==> src/rtl/aes_core_arbiter.sv <==
// Round-robin arbiter sharing a single AES-256 core between two requesters.
// state | meaning
// IDLE  | core free, waiting to accept a request
// ISSUE | aes_start pulse, wait counter cleared
// WAIT  | waiting for aes_done or timeout
// RESP  | result held on granted port until ack
module aes_core_arbiter #(
  parameter int TIMEOUT_CYC = 64
) (
  input  logic         clk,
  input  logic         rst,
  input  logic         req0_valid,
  input  logic [127:0] req0_data,
  output logic         req0_ready,
  output logic         rsp0_valid,
  output logic [127:0] rsp0_data,
  input  logic         rsp0_ack,
  input  logic         req1_valid,
  input  logic [127:0] req1_data,
  output logic         req1_ready,
  output logic         rsp1_valid,
  output logic [127:0] rsp1_data,
  input  logic         rsp1_ack,
  output logic         aes_start,
  output logic [127:0] aes_in,
  input  logic [127:0] aes_out,
  input  logic         aes_done,
  input  logic         aes_busy,
  output logic         grant_id,
  output logic         busy,
  output logic         timeout_err
);

  localparam int CW = (TIMEOUT_CYC > 1) ? $clog2(TIMEOUT_CYC) : 1;
  localparam logic [CW-1:0] CNT_MAX = CW'(TIMEOUT_CYC - 1);

  typedef enum logic [1:0] {IDLE, ISSUE, WAIT, RESP} state_t;

  state_t        state;
  logic          last_grant;
  logic [CW-1:0] wait_cnt;
  logic          pick0, pick1, accept_ok;

  // When both are valid, the requester that was not served last wins.
  always_comb begin
    pick0     = req0_valid && (!req1_valid || last_grant);
    pick1     = req1_valid && (!req0_valid || !last_grant);
    accept_ok = (state == IDLE) && !aes_busy;
  end

  assign req0_ready = accept_ok && pick0;
  assign req1_ready = accept_ok && pick1;
  assign busy       = (state != IDLE);

  always_ff @(posedge clk) begin
    if (rst) begin
      state       <= IDLE;
      aes_start   <= 1'b0;
      aes_in      <= '0;
      rsp0_valid  <= 1'b0;
      rsp1_valid  <= 1'b0;
      rsp0_data   <= '0;
      rsp1_data   <= '0;
      grant_id    <= 1'b0;
      timeout_err <= 1'b0;
      last_grant  <= 1'b1;
      wait_cnt    <= '0;
    end else begin
      aes_start <= 1'b0;
      case (state)
        IDLE: begin
          if (req0_ready || req1_ready) begin
            aes_in    <= req1_ready ? req1_data : req0_data;
            grant_id  <= req1_ready;
            aes_start <= 1'b1;
            state     <= ISSUE;
          end
        end
        ISSUE: begin
          wait_cnt <= '0;
          state    <= WAIT;
        end
        WAIT: begin
          if (aes_done) begin
            if (grant_id) begin
              rsp1_data  <= aes_out;
              rsp1_valid <= 1'b1;
            end else begin
              rsp0_data  <= aes_out;
              rsp0_valid <= 1'b1;
            end
            state <= RESP;
          end else if (wait_cnt == CNT_MAX) begin
            // Abort with no response; last_grant is left as it was.
            timeout_err <= 1'b1;
            state       <= IDLE;
          end else begin
            wait_cnt <= wait_cnt + 1'b1;
          end
        end
        RESP: begin
          if (grant_id ? rsp1_ack : rsp0_ack) begin
            last_grant <= grant_id;
            rsp0_valid <= 1'b0;
            rsp1_valid <= 1'b0;
            state      <= IDLE;
          end
        end
        default: state <= IDLE;
      endcase
    end
  end

endmodule

==> config.mk <==
export PLATFORM = sky130hd
export DESIGN_NAME = aes_core_arbiter
export DESIGN_NICKNAME = d
export VERILOG_FILES = /design/src/rtl/aes_core_arbiter.sv
export SDC_FILE = /design/constraint.sdc
export NUM_CORES = 1
export LEC_CHECK = 0
export ABC_AREA = 1
export BUFFER_PORTS_ARGS = -buffer_cell sky130_fd_sc_hd__buf_2
export CAP_MARGIN = 20
export CORE_AREA = 8 8 301 303
export DETAILED_ROUTE_END_ITERATION = 12
export DIE_AREA = 0 0 309 311
export HOLD_SLACK_MARGIN = 0.15
export PLACE_DENSITY = 0.4
export SLEW_MARGIN = 20
export SYNTH_ARGS = -nofsm -noshare
export SYNTH_HDL_FRONTEND = slang
export SYNTH_SLANG_ARGS = --single-unit
==> constraint.sdc <==
create_clock -name clk -period 1.37 [get_ports clk]
set_input_delay 0.137 -clock clk [delete_from_list [all_inputs] [get_ports clk]]
set_output_delay 0.137 -clock clk [all_outputs]
set_load 0.05 [all_outputs]
* Word-level counts from Yosys, hierarchy flattened
Cells that the tools add are included.
Word-level totals: bits in registers 398, bits in latches 0, bits in writable memories 0, ROM bits 0, input port bits 392, output and inout bits 392, word-level logic and storage cells 71, memories kept 0
Cells by class: add/subtract/negate cells 1, multiply operators 0, divide/modulo/power cells 0, order comparisons 0, equality and inequality tests 12, shift operators 0, multiplexer cells 18, bitwise gates (word level) 3, reduce and logical (&&, ||, !) cells 26
Operator list (count):
- 2-to-1 mux 128 bit | 1
- AND reduction 3 bit | 5
- 2-to-1 mux 6 bit | 2
- inequality test 2 bit (second input constant) | 6
- one-hot mux 6 bit (2 select lines) | 1
- 2-to-1 mux 2 bit | 4
- one-hot mux 2 bit (4 select lines) | 1
- AND reduction 4 bit | 2
- 2-to-1 mux 1 bit | 7
- adder 6 x 1 -> 6 bit (second input constant) | 1
- == test 6 bit (second input constant) | 1
- nonzero test 2 bit | 3
- logical AND 1 bit | 5
- == test 2 bit (second input constant) | 2
- logical NOT 1 bit | 4
- one-hot mux 1 bit (2 select lines) | 2
- AND reduction 2 bit | 2
- logical OR 1 bit | 3
- inequality test 3 bit (second input constant) | 1
- NOT 1 bit | 3
- == test 2 x 1 -> 1 bit (second input constant) | 1
- logical NOT 2 bit | 1
- inequality test 2 x 1 -> 1 bit (second input constant) | 1
- OR reduction 2 bit | 1

* Longest topological paths before layout
depth in word-level cells 7, gate-level depth with buffers 11

* Least setup slack after synthesis
No wires, ideal clock.
path type register to register, start point register grant_id, end point register rsp0_data[35], library setup time 64 ps, arrival 1512 ps, slack -207 ps, cell stages (with the launch flop) 7, buffers on the path 2, period minus slack after synthesis 1577 ps, cell sequence dfxtp_1 inv_1 nand3_2 buf_4 clkbuf_1 o21ai_1 nor2_1
On the way: longest elaborated chain between the ends 2
Ends and longest elaborated chain:
- from (decl) | line 29 | output logic grant_id,
- from (signal assigned) | line 74 | grant_id <= req1_ready;
- NOT 1 bit (no line)
- AND reduction 3 bit (no line)
- to (signal assigned) | line 89 | rsp0_data <= aes_out;
- to (decl) | line 16 | output logic [127:0] rsp0_data,
No other way between the ends. A chain may end at the register's enable or synchronous reset.

* Worst setup path in the final report
start point register state[1], end point output port req1_ready
On the way: longest elaborated chain between the ends 3
Ends and longest elaborated chain:
- from (decl) | line 39 | state_t state;
- from (signal assigned) | line 57 | state <= IDLE;
- from (signal assigned) | line 76 | state <= ISSUE;
- from (signal assigned) | line 81 | state <= WAIT;
- logical NOT 2 bit | line 48 | accept_ok = (state == IDLE) && !aes_busy;
- logical AND 1 bit | line 48
- logical AND 1 bit | line 52 | assign req1_ready = accept_ok && pick1;
- to (decl) | line 20 | output logic req1_ready,
No other way between the ends.

==> flow_metrics.env <==
export IMPL_synth_compound_area_share=0.130
export IMPL_async_flop_share=0
export IMPL_pwr_share_clk=0.277
export IMPL_finish_utilization=0.339
export IMPL_required_ns=1.23
export IMPL_cts_max_path_buffers=3
export IMPL_wl_per_cell_um=19.2
export IMPL_rsz0062_at_grt="true"
export IMPL_critPathMaxFanout=3
export IMPL_max_slew_worst_pin_slew_ns=0.365
export IMPL_clk_insertion_delay_late_ns=0.59
export IMPL_yosysTopAreaCell="dfxtp_1"
export IMPL_crit_path_start_kind="flip-flop"
export IMPL_fillCellCount=9275
export IMPL_end_kind="output pin"
export IMPL_violations="negative setup slack"
export IMPL_timing_hold_ws_ns=0.235
export IMPL_dieArea_um2=96100
export IMPL_synth_most_common_cell="nor2_1"
export IMPL_grt_start_max_net_pins=45
export IMPL_syn_to_final_growth_pct=87.9
export IMPL_drv_slew=0
export IMPL_multi_input_area_um2=6970
export IMPL_fin_nets=3840
export IMPL_grt_pass1_vias=19400
export IMPL_r2r_start="state[1]"
export IMPL_drt_antenna_violating_nets=0
export IMPL_muxShareOfSynthArea=0
export IMPL_final_layout_size_suffix_gt1_frac=0.331
export IMPL_timing_final_ws_setup_ns=-0.360
export IMPL_cts_sink_count=398
export IMPL_max_cap_violations=0
export IMPL_tns_ns=-84.91
export IMPL_power_switching_uw=18800
export IMPL_yosysWarnings=0
export IMPL_synth_edf_count=0
export IMPL_cts_clk_slew_worst_paths_ns=0.05
export IMPL_path_class="reg -> out"
export IMPL_cp_startpoint="state[1]"
export IMPL_p_per_area_nw_per_um2=1590
export IMPL_hold_path_startpoint="req0_valid"
export IMPL_status="complete, but fails checks"
export IMPL_die_y_um=311
export IMPL_synth_seq_cells=398
export IMPL_io_buffers=783
export IMPL_antenna_found_initial=27
export IMPL_hold_violations=0
export IMPL_globalplace_congestion=0.854
export IMPL_fin_crit_ns=1.73
export IMPL_drt_total_wl_um=89500
export IMPL_grt_pass1_wl_um=128000
export IMPL_slew_headroom=0.758
export IMPL_dp_final_hpwl_um=63100
export IMPL_p_leak_uw=0.0139
export IMPL_numCtsBuffers=50
export IMPL_reg2reg_depth=11
export IMPL_drt_first_pass_iters=5
export IMPL_core_region_area_um2=85900
export IMPL_combPwrFrac=0.415
export IMPL_instances_no_fill=4660
export IMPL_internal_power_uw=27400
export IMPL_synthXorXnorAreaFrac=0
export IMPL_ys_flop_type="dfxtp_1"
export IMPL_hold_class="in -> reg"
export IMPL_num_rows=108
export IMPL_synth_adder_area_share=0.000806
export IMPL_cts_htree_levels=2
export IMPL_drc=0
export IMPL_yosys_area_top_type_share=0.514
export IMPL_synthTopCellsByArea="dfxtp_1 51%, nor2_1 19%, o21ai_0 12%"
export IMPL_reg2reg_to="aes_in[64]"
export IMPL_ys_seq_area_frac=0.514
export IMPL_track_usage=0.174
export IMPL_num_vias=19000
export IMPL_switching_share=0.408
export IMPL_crit_arrival_ns=1.59
export IMPL_placed_cells=4087
export IMPL_regArea_um2=7980
export IMPL_tritoncts="done"
export IMPL_clock_skew_ns=0.0201
export IMPL_synth_common_cells="779 x nor2_1, 408 x nand2_1, 398 x dfxtp_1"
export IMPL_avgSynthCellArea_um2=7.11
export IMPL_synth_fp_nets=2574
export IMPL_setup_viol=423
export IMPL_fp_dieW_um=309
export IMPL_pwr_share_seq=0.308
export IMPL_synth_area_um2=15500
export IMPL_start_util=0.181
export IMPL_yosysUniqueCellTypes=27
export IMPL_pre_cts_slack_ns=-0.205
export IMPL_synth_top_family_by_area="simple AND/OR/NAND/NOR gates"
export IMPL_num_io_pins=784
export IMPL_grt_overflow_total=0
export IMPL_root_buffer="clkbuf_16"
export IMPL_finalCritPeriodShare=1.26
export IMPL_avgViaCountPerCell=4.08
export IMPL_syn_instance_count=2181
export IMPL_synth_simple_area_share=0.295
export IMPL_r2r_slack_ns=-0.34
export IMPL_endpoint="req1_ready"
export IMPL_drtIter0Drc=978
export IMPL_max_freq_ghz=0.578
export IMPL_peakVddDrop_uv=902
how the worst min path moves through the flow:
stage / depth (start not counted) / to
after floorplan: 1 / grant_id
after global placement: 3 / rsp0_data[35]
after detailed placement: 3 / rsp0_data[51]
after CTS: 7 / grant_id
after global routing: 7 / grant_id
final: 7 / grant_id
layer usage:
layer  GRT usage  vias up  wire [um]
li1            -     9485          -
met1       0.198     8621      34900
met2       0.305      731      43800
met3      0.0519      161       7620
met4      0.0627        2       3130
met5           0        -         13
state kept, by name, indices dropped and copies added (netlist names):
| register | cells |
|---|---|
| aes_in | 128 |
| aes_start | 1 |
| grant_id | 1 |
| last_grant | 1 |
| rsp0_data | 128 |
| rsp0_valid | 1 |
| rsp1_data | 128 |
| rsp1_valid | 1 |
| state | 2 |
| timeout_err | 1 |
| wait_cnt | 6 |
logic make-up (layout without fill, tap and decap cells):
group / count (synthesis) / after routing
other: 0 / 23
adders and majority gates: 1 / 1
AOI/OAI and AO/OA: 401 / 401
DFF: 398 / 398
buffers and inverters: 177 / 1477
and+or+nand+nor: 1204 / 1205
worst max-delay path, stage by stage, from the launching register on:
cell and delay [ns]:
dfxtp_4 0.35, inv_4 0.07, nand2_8 0.05, nor2_4 0.15
nand2_4 0.10, inv_8 0.07, buf_12 0.11, buf_12 0.13
metrics by stage:
| stage | instance area (um^2) | total power (uW) |
|---|---|---|
| 2_1_floorplan | 15600 | 24700 |
| 3_3_place_gp | 21500 | 29700 |
| 3_5_place_dp | 21500 | 29700 |
| 4_1_cts | 28600 | 46000 |
| 5_1_grt | 29100 | 48500 |
| 6_report | 29100 | 46200 |
cells in the final DEF (no fill, tap or decap), drive strengths merged:
cell	n
buf	964
nor2	780
nand2	413
dfxtp	398
dlygate4sd3	388
o21ai	388
clkbuf	86
diode	23
inv	23
nand3	10
a21oi	9
bufbuf	8
clkinv	7
nand4	1
a21o	1
nand3b	1
a31oi	1
o211ai	1
o21a	1
ha	1
clkinvlp	1
power groups by stage:
stage	clock (uW)	combinational, uW	sequential, uW
5_1_grt	13700	20400	14400
3_5_place_dp	0	15300	14400
2_1_floorplan	0	4530	20200
4_1_cts	13300	18500	14200
3_3_place_gp	0	15300	14400
6_report	12800	19200	14200
cell type report:
type,instances,share of cell area
Timing Repair Buffer,1366,0.376
Sequential cell,398,0.274
Multi-Input combinational cell,1607,0.239
Clock buffer,80,0.0513
Tap cell,1155,0.0496
Inverter,22,0.00511
Clock inverter,7,0.00206
Antenna cell,23,0.00197
Timing Repair inverter,2,0.000601
repair_timing:
action	CTS	global route
gates cloned	36	9
gates resized for setup	143	110
endpoints found under the hold margin	396	0
pin swaps	7	15
hold buffers	388	0
buffers inserted	22	11
setup endpoints to repair	664	755
No activity file was read; power rests on OpenSTA's default activity.
